--- src/rtl/syn_debug_probe.sv ---
// Host-side debug probe for a single-cycle CPU: run/step/stop control plus a
// serial dump of PC, register file and data memory over a valid/ready port.
`ifndef DM_ADDR_BIT
`define DM_ADDR_BIT 5
`endif

module syn_debug_probe #(
  parameter int DmWords = 32,
  parameter int CntBits = 32
) (
  input  logic                    clk,
  input  logic                    rst_n,
  input  logic                    cmd_valid,
  output logic                    cmd_ready,
  input  logic [1:0]              cmd_op,
  output logic                    cpu_en,
  input  logic                    cpu_halted,
  input  logic [31:0]             pc_dbg,
  output logic [4:0]              regfile_req_dbg,
  input  logic [31:0]             regfile_data_dbg,
  output logic [`DM_ADDR_BIT-1:0] datamem_addr_dbg,
  input  logic [31:0]             datamem_data_dbg,
  output logic                    out_valid,
  input  logic                    out_ready,
  output logic [31:0]             out_data,
  output logic                    out_last,
  output logic                    busy,
  output logic                    halt_seen,
  output logic [CntBits-1:0]      cycle_count
);

  localparam int LastIdx = 32 + DmWords;
  localparam int DmAw    = `DM_ADDR_BIT;
  localparam int IdxW    = ($clog2(LastIdx + 1) > DmAw + 1) ? $clog2(LastIdx + 1) : DmAw + 1;

  localparam logic [1:0] OP_RUN  = 2'd0;
  localparam logic [1:0] OP_STEP = 2'd1;
  localparam logic [1:0] OP_DUMP = 2'd2;
  localparam logic [1:0] OP_STOP = 2'd3;

  typedef enum logic [2:0] {S_IDLE, S_RUN, S_STEP, S_DFETCH, S_DSEND} state_t;

  state_t           state, nxt;
  logic [IdxW-1:0]  idx;
  logic             accept, is_last, is_reg, is_dm;
  logic [31:0]      sel;

  assign accept  = cmd_valid && cmd_ready;
  assign is_last = (idx == IdxW'(LastIdx));
  assign is_reg  = (idx >= IdxW'(1)) && (idx <= IdxW'(32));
  assign is_dm   = (idx >= IdxW'(33));
  assign sel     = (idx == '0) ? pc_dbg : (is_reg ? regfile_data_dbg : datamem_data_dbg);

  always_ff @(posedge clk or negedge rst_n) begin
    if (!rst_n) state <= S_IDLE;
    else        state <= nxt;
  end

  // Halt wins over STOP in RUN; RUN/STEP with a sticky halt are swallowed in IDLE.
  always_comb begin
    nxt = state;
    case (state)
      S_IDLE: begin
        if (accept) begin
          case (cmd_op)
            OP_RUN:  if (!halt_seen) nxt = S_RUN;
            OP_STEP: if (!halt_seen) nxt = S_STEP;
            OP_DUMP: nxt = S_DFETCH;
            default: nxt = S_IDLE;
          endcase
        end
      end
      S_RUN:    if (cpu_halted || (accept && cmd_op == OP_STOP)) nxt = S_IDLE;
      S_STEP:   nxt = S_IDLE;
      S_DFETCH: nxt = S_DSEND;
      S_DSEND:  if (out_ready) nxt = is_last ? S_IDLE : S_DFETCH;
      default:  nxt = S_IDLE;
    endcase
  end

  always_comb begin
    cmd_ready        = (state == S_IDLE) || (state == S_RUN);
    cpu_en           = (state == S_RUN) || (state == S_STEP);
    busy             = (state != S_IDLE);
    regfile_req_dbg  = '0;
    datamem_addr_dbg = '0;
    if (state == S_DFETCH) begin
      if (is_reg) regfile_req_dbg  = 5'(idx - IdxW'(1));
      if (is_dm)  datamem_addr_dbg = DmAw'(idx - IdxW'(33));
    end
  end

  always_ff @(posedge clk or negedge rst_n) begin
    if (!rst_n) begin
      idx         <= '0;
      out_valid   <= 1'b0;
      out_last    <= 1'b0;
      out_data    <= '0;
      halt_seen   <= 1'b0;
      cycle_count <= '0;
    end else begin
      if (cpu_en && cpu_halted) halt_seen <= 1'b1;
      if (cpu_en && cycle_count != {CntBits{1'b1}}) cycle_count <= cycle_count + CntBits'(1);
      case (state)
        S_IDLE: idx <= '0;
        S_DFETCH: begin
          out_data  <= sel;
          out_valid <= 1'b1;
          out_last  <= is_last;
        end
        S_DSEND: begin
          if (out_ready) begin
            out_valid <= 1'b0;
            out_last  <= 1'b0;
            idx       <= is_last ? '0 : idx + IdxW'(1);
          end
        end
        default: ;
      endcase
    end
  end

endmodule

--- config.mk ---
export PLATFORM = sky130hd
export DESIGN_NAME = syn_debug_probe
export DESIGN_NICKNAME = d
export VERILOG_FILES = /design/src/rtl/syn_debug_probe.sv
export SDC_FILE = /design/constraint.sdc
export NUM_CORES = 1
export LEC_CHECK = 0
export BUFFER_PORTS_ARGS = -buffer_cell sky130_fd_sc_hd__clkbuf_2
export CORE_MARGIN = 10
export CORE_UTILIZATION = 50
export DETAILED_ROUTE_END_ITERATION = 8
export GPL_TIMING_DRIVEN = 0
export PLACE_DENSITY = 0.81
export SLEW_MARGIN = 25
export SYNTH_ARGS = -nofsm -noshare
export SYNTH_HDL_FRONTEND = slang
export SYNTH_SLANG_ARGS = --single-unit
export TNS_END_PERCENT = 50
--- constraint.sdc ---
create_clock -name clk -period 3.95 [get_ports clk]
set_clock_uncertainty 0.15 [all_clocks]
set_input_delay 0.1975 -clock clk [delete_from_list [all_inputs] [get_ports clk]]
set_output_delay 0.1975 -clock clk [all_outputs]
set_load 0.005 [all_outputs]
==> results of run 1 <==
==> per-layer routing <==
metal  vias up  track usage [%]  wire [um]
li1       2427                -          -
met1      2448            26.48       6407
met2       280            38.01       8034
met3        31            8.681       1812
met4         0            8.346        348
met5         -                0          0
==> per-stage QoR <==
step / area, um^2 / setup slack [ns] / std cells
after CTS: 6128 / 0.8024 / 889
final: 6128 / 0.7697 / 889
after global routing: 6128 / 0.5780 / 889
after detailed placement: 5841 / 1.225 / 869
after global placement: 5832 / 1.266 / 869
after floorplan: 4760 / 1.596 / 558
==> tightest hold or removal path, cell delays in order <==
cell      delay (ns)
clkbuf_2        0.08
o221ai_1        0.14
o21ai_1         0.07
==> kinds of logic after synthesis <==
| family | count (synthesis) | synth area share [%] |
|---|---|---|
| AND/OR/NAND/NOR | 225 | 24.63 |
| AO/OA/AOI/OAI | 164 | 21.21 |
| flip-flops | 77 | 40.48 |
| buffers and inverters | 50 | 5.179 |
| XOR/XNOR | 31 | 5.705 |
| adder cells (fa/ha/maj) | 8 | 2.103 |
| multiplexers | 3 | 0.6835 |
==> what timing repair did <==
action                                  4_1_cts  5_1_grt
endpoints found under the setup margin        0        0
hold buffers                                  4        0
hold endpoints to repair                     81        0
resized for setup                             0        0
==> worst paths after layout <==
kind | start | endpoint | slack [ns] | cells after the start
setup / recovery | idx[0] | regfile_req_dbg[4] | 0.77 | 8
hold / removal | pc_dbg[10] | out_data[10] | 0.02 | 3
setup reg to reg | idx[0] | out_data[23] | 1.12 | 8
hold reg to reg | out_data[2] | out_data[2] | 0.34 | 2
max in group asynchronous | rst_n | out_data[2] | 2.91 | 2
min in group asynchronous | rst_n | out_valid | 0.27 | 2
==> placed cells by master, fill, tap and decap left out, types with 4 or more instances in the layout <==
master         netlist  layout
o21ai_0             82      82
buf_2                5       5
nor2_1              51      51
nand4_1             13      13
xnor2_1             18      18
dfrtp_1             77      77
nand2_1             57      57
dlygate4sd3_1        0       4
clkbuf_2             0     181
buf_4                4       4
o21ai_1             30      30
clkbuf_1            25      25
nor3_1              48      48
inv_1               10      10
buf_6                5       5
a21oi_1              6       6
o221ai_1            32      32
clkbuf_8             0      10
nand3_1             19      19
ha_1                 8       8
and4_1               4       4
xor2_1              13      13
==> where the power goes <==
part	total [mW]	leakage (nW)	switching (mW)	internal, mW
logic	0.918	1.79	0.538	0.380
clock network	0.742	0.120	0.319	0.423
registers	1.14	0.955	0.153	0.990
total	2.80	2.87	1.01	1.79
==> area by class of cell <==
| class | count | area (um^2) |
|---|---|---|
| buffer | 40 | 209.0 |
| sequential | 77 | 1927 |
| multi-input combinational | 431 | 2586 |
| timing repair buffer | 186 | 959.7 |
| clock inverter | 7 | 123.9 |
| fill | 804 | 3112 |
| inverter | 10 | 37.54 |
| clock buffer | 9 | 123.9 |
| tap | 129 | 161.4 |
==> flip-flops by register name (all words and copies together), names as in the netlist <==
name         count
out_last         1
cycle_count     32
state            3
idx              7
out_valid        1
out_data        32
halt_seen        1
==> results.md, run 1 <==
Status
- finished, final reports clean — result of the run

Global route
- 0 — antenna violations before repair
- 5348 — number of global-route vias before repair
- 26900 um — global-route wire length before repair
- 22.98% — overall routing resource usage
- 78 — pin count of the biggest net entering global routing
- 0 — global route total overflow

Placed design
- 0.8909 — routability congestion estimate from global placement
- 182 — number of port buffers
- 12550 um — sum of net half-perimeters after detailed placement

STA
- 0 ns — Fin Setup TNS
- 0 — Setup Viol. Count Final
- 3.180 ns — Tmin final
- 0.7572 ns — transition time at the pin with the least slew margin
- 0 — final hold vios
- 0 — max-slew violation count
- 0.3144 GHz — max frequency
- no — RSZ-0062 raised after global routing
- 80.51% — final period utilization
- 0.01587 ns — hold_ws
- 49.33% — worst max-slew margin expressed relative to the limit

Synthesis
- 40.48% — post-synth top area share
- 669 — syn_nets
- 8.530 um^2 — mean instance size in the synthesized netlist
- o21ai_0 (82), dfrtp_1 (77), nand2_1 (57) — top cells by instance count after synthesis
- 77 — number of synthesized register bits
- 100.0% — proportion of synthesized flip-flops having asynchronous set or reset
- dfrtp_1 — primary flip-flop cell chosen by synthesis mapping
- 0 — number of enable-type register cells in the synthesized netlist
- dfrtp_1 — post-synthesis cell type with the largest combined area
- o21ai_0 — dominant cell by count in the synthesized netlist
- 58 — unique cell type count in the Yosys netlist
- 40.48% — sequential share of the synthesized area
- 0 — number of warnings reported in the yosys synthesis log
- dfrtp_1 (40%), o21ai_0 (8.6%), o221ai_1 (5.9%) — largest cells by area after synthesis
- 558 — Post-Synthesis Cells
- 0.004760 mm^2 — netlist area before placement

Run
- 0 — Max-cap violations

Layout
- 28.76% — area added between synthesis and finish
- 30.39% — fraction of layout cells with a size suffix above 1
- 866 — Final Net Count
- 66.32% — share of the core filled with cells in the final layout
- 0 — diode insertion count for antenna repair

Critical path
- reg2out — critical path type
- clkbuf_1 — cell repeated most along the worst path
- nor4b_2 — slowest CP cell
- clkbuf_1 > inv_1 > ha_1 > nor4b_2 > clkbuf_1 > o21ai_0 > nor2_1 > clkbuf_2 — ordered list of cells on the worst path
- buffers and inverters — dominant delay contributor by cell family on the critical path
- output pin — element type at the critical path end
- 4 — worst path buffer plus inverter count
- 3.60 ns — Critical Path RT
- 2.83 ns — arrival time of data at the critical path endpoint
- 0.61 ns — CP peak stage delay
- flop — element type at the critical path start
- 10 — Worst Path Max Fanout

Power
- 2.866 nW — leakage power summed over all cells
- 457.3 mW/mm^2 — ratio of total power to cell area
- 280.4 uV — worst vdd rail ir drop
- 2.802 mW — power after layout

CTS
- 0.09 ns — clk slew on worst S/H paths
- 2 — maximum root-to-sink buffer count
- 0 — buffers inserted during post-CTS setup optimization
- clkbuf_8 — root cell of the clock tree
- 0.35 ns — later-pin clock latency in the skew report
- yes — TritonCTS clock tree
- 77 — clock sink count
- 3 — Max H-tree Level
- 9 — total clock buffers created by CTS

Detailed routing
- 16600 um — wirelength, routed
- 450 — DRT iter0 DRCs
- 18.68 um — routed length per placed instance
- 0 — post-detailed-route DRC marker count
- 0 — Detail Route Antenna Nets
- 5 — router iterations before antenna repair
- 5.834 — per-cell via count in the routed design
- 5186 — total number of vias

Floorplan
- 51.51% — starting density of the core
- 0.009240 mm^2 — Core Box Area
- 117.6 um — Die Ht
- 183 — I/O pin count
- 117.6 um — Die X-Extent
- 0.01382 mm^2 — die area
- 35 — number of cell rows

Worst hold path
- in2reg — min-delay worst type

(Power assumes the default switching activity.)
==> run 2, diff against run 1 <==
==> constraint.sdc (replaced) <==
create_clock -name clk -period 3.18 [get_ports clk]
set_clock_uncertainty 0.15 [all_clocks]
set_input_delay 0.159 -clock clk [delete_from_list [all_inputs] [get_ports clk]]
set_output_delay 0.159 -clock clk [all_outputs]
set_load 0.005 [all_outputs]
==> results.md, run 2 (synthesis results as in run 1) <==
Critical path
- 2.87 ns — Critical Path RT
- 2.78 ns — arrival time of data at the critical path endpoint
- clkbuf_1 > inv_1 > ha_2 > or4b_1 > buf_4 > buf_2 > nand2_1 > o211ai_1 > nor3_1 > clkbuf_2 — ordered list of cells on the worst path
- or4b_1 — slowest CP cell
- reg2out — critical path type
- 0.44 ns — CP peak stage delay
- 10 — Worst Path Max Fanout
- output pin — element type at the critical path end
- flop — element type at the critical path start

Floorplan
- 117.6 um — Die Ht
- 0.01382 mm^2 — die area
- 117.6 um — Die X-Extent
- 35 — number of cell rows
- 183 — I/O pin count
- 51.51% — starting density of the core
- 0.009240 mm^2 — Core Box Area

Global route
- 0 — global route total overflow
- 29190 um — global-route wire length before repair
- 5805 — number of global-route vias before repair
- 78 — pin count of the biggest net entering global routing
- 1 — antenna violations before repair
- 25.02% — overall routing resource usage

Power
- 2.270 mW — Internal Pwr Total
- 25.9% — clock network power share
- 3.091 nW — leakage power summed over all cells
- 34.2% — part of the power in combinational logic
- 36.30% — net switching fraction of the power
- 39.9% — Reg power frac
- 1.294 mW — total net switching power
- 535.3 mW/mm^2 — ratio of total power to cell area
- 328.2 uV — worst vdd rail ir drop

CTS
- 2 — maximum root-to-sink buffer count
- 77 — clock sink count
- 0.35 ns — later-pin clock latency in the skew report
- clkbuf_8 — root cell of the clock tree
- 0.08 ns — clk slew on worst S/H paths
- 3 — Max H-tree Level
- 0 — buffers inserted during post-CTS setup optimization
- yes — TritonCTS clock tree
- 9 — total clock buffers created by CTS

STA
- 0.3241 GHz — max frequency
- 58.61% — worst max-slew margin expressed relative to the limit
- 0.09466 ns — PnR worst setup slack
- 0 — Setup Viol. Count Final
- 0 — final hold vios
- 0 — max-slew violation count
- 0.0003470 ns — hold_ws
- 3.085 ns — Tmin final
- 0.6209 ns — transition time at the pin with the least slew margin
- yes — RSZ-0062 raised after global routing
- 97.02% — final period utilization

Layout
- 39.88% — area added between synthesis and finish
- cycle_count: 32 flops, out_data: 32 flops, idx: 7 flops — top flop regs
- 28.73% — fraction of layout cells with a size suffix above 1
- clkbuf_2 (181), o21ai_0 (82), dfrtp_1 (77) — commonest non-fill, non-tap cells in the layout
- 917 — Final Net Count
- 688 — filler cell count in the final layout
- 72.05% — share of the core filled with cells in the final layout
- clkbuf_2 — leading cell type in the layout, fill and taps excluded

Placed design
- 182 — number of port buffers
- 12550 um — sum of net half-perimeters after detailed placement
- 0.8909 — routability congestion estimate from global placement
- 0.4572 ns — Post-Place Setup Slack

Detailed routing
- 5590 — total number of vias
- 5 — router iterations before antenna repair
- 0 — Detail Route Antenna Nets
- 5.934 — per-cell via count in the routed design
- 19.09 um — routed length per placed instance
- 0 — post-detailed-route DRC marker count
- 17980 um — wirelength, routed
- 557 — DRT iter0 DRCs

Worst hold path
- in2reg — min-delay worst type

Status
- finished, final reports clean — result of the run

Run
- 0 — Max-cap violations

[run 2: metal layers]
layer | GRT usage (%) | up-vias | wire length [um]
met2 | 41.19 | 365 | 8647
met5 | 0 | - | 0
met1 | 27.94 | 2621 | 6703
met4 | 13.06 | 0 | 716
met3 | 8.729 | 72 | 1913
li1 | - | 2532 | -
[run 2: final timing paths]
path | from | endpoint | slack (ns) | depth (start not counted)
setup / recovery | idx[0] | regfile_req_dbg[1] | 0.09 | 10
setup reg to reg | idx[0] | out_data[22] | 0.42 | 9
hold reg to reg | out_data[2] | out_data[2] | 0.35 | 2
hold / removal | pc_dbg[0] | out_data[0] | 0.0003 | 3
min in group asynchronous | rst_n | cycle_count[6] | 0.24 | 2
max in group asynchronous | rst_n | cycle_count[13] | 2.20 | 2
[run 2: layout make-up]
type	count	area, um^2	share of cell area (%)
diodes	2	5.005	0.07517
plain buffers	40	209.0	3.138
clock buffers	9	123.9	1.861
clock inverters	7	123.9	1.861
inverters	10	37.54	0.5638
multi-input cells	431	2600	39.05
flip-flops and latches	77	1927	28.94
well taps	129	161.4	2.424
repair buffers	237	1470	22.08
[run 2: repair_timing]
| action | CTS | global route |
|---|---|---|
| endpoints found under the setup margin | 0 | 4 |
| hold buffers | 55 | 0 |
| hold endpoints to repair | 109 | 0 |
| resized for setup | 0 | 3 |
[run 2: critical path: cells and delay by family (launching register included)]
family          cells  cell delay [ns]
compound gates      1             0.18
simple gates        3             0.76
buf+inv             5             0.86
fa+ha+maj           1             0.23
flops               1             0.41
[run 2: power groups by stage]
stage | logic, mW | clock network (mW) | registers [mW]
floorplan | 0.570 | 0 | 1.42
global placement | 1.10 | 0 | 1.42
detailed placement | 1.14 | 0 | 1.43
CTS | 1.20 | 0.933 | 1.41
global route | 1.35 | 0.975 | 1.45
finish | 1.22 | 0.924 | 1.42
[run 2: through the flow]
stage	power, mW	TNS (ns)	instance area (um^2)	std cells
after detailed placement	2.571	0	5841	869
final	3.564	0	6658	942
after floorplan	1.985	0	4760	558
after global placement	2.523	0	5832	869
after global routing	3.774	-0.03866	6655	941
after CTS	3.546	0	6639	940
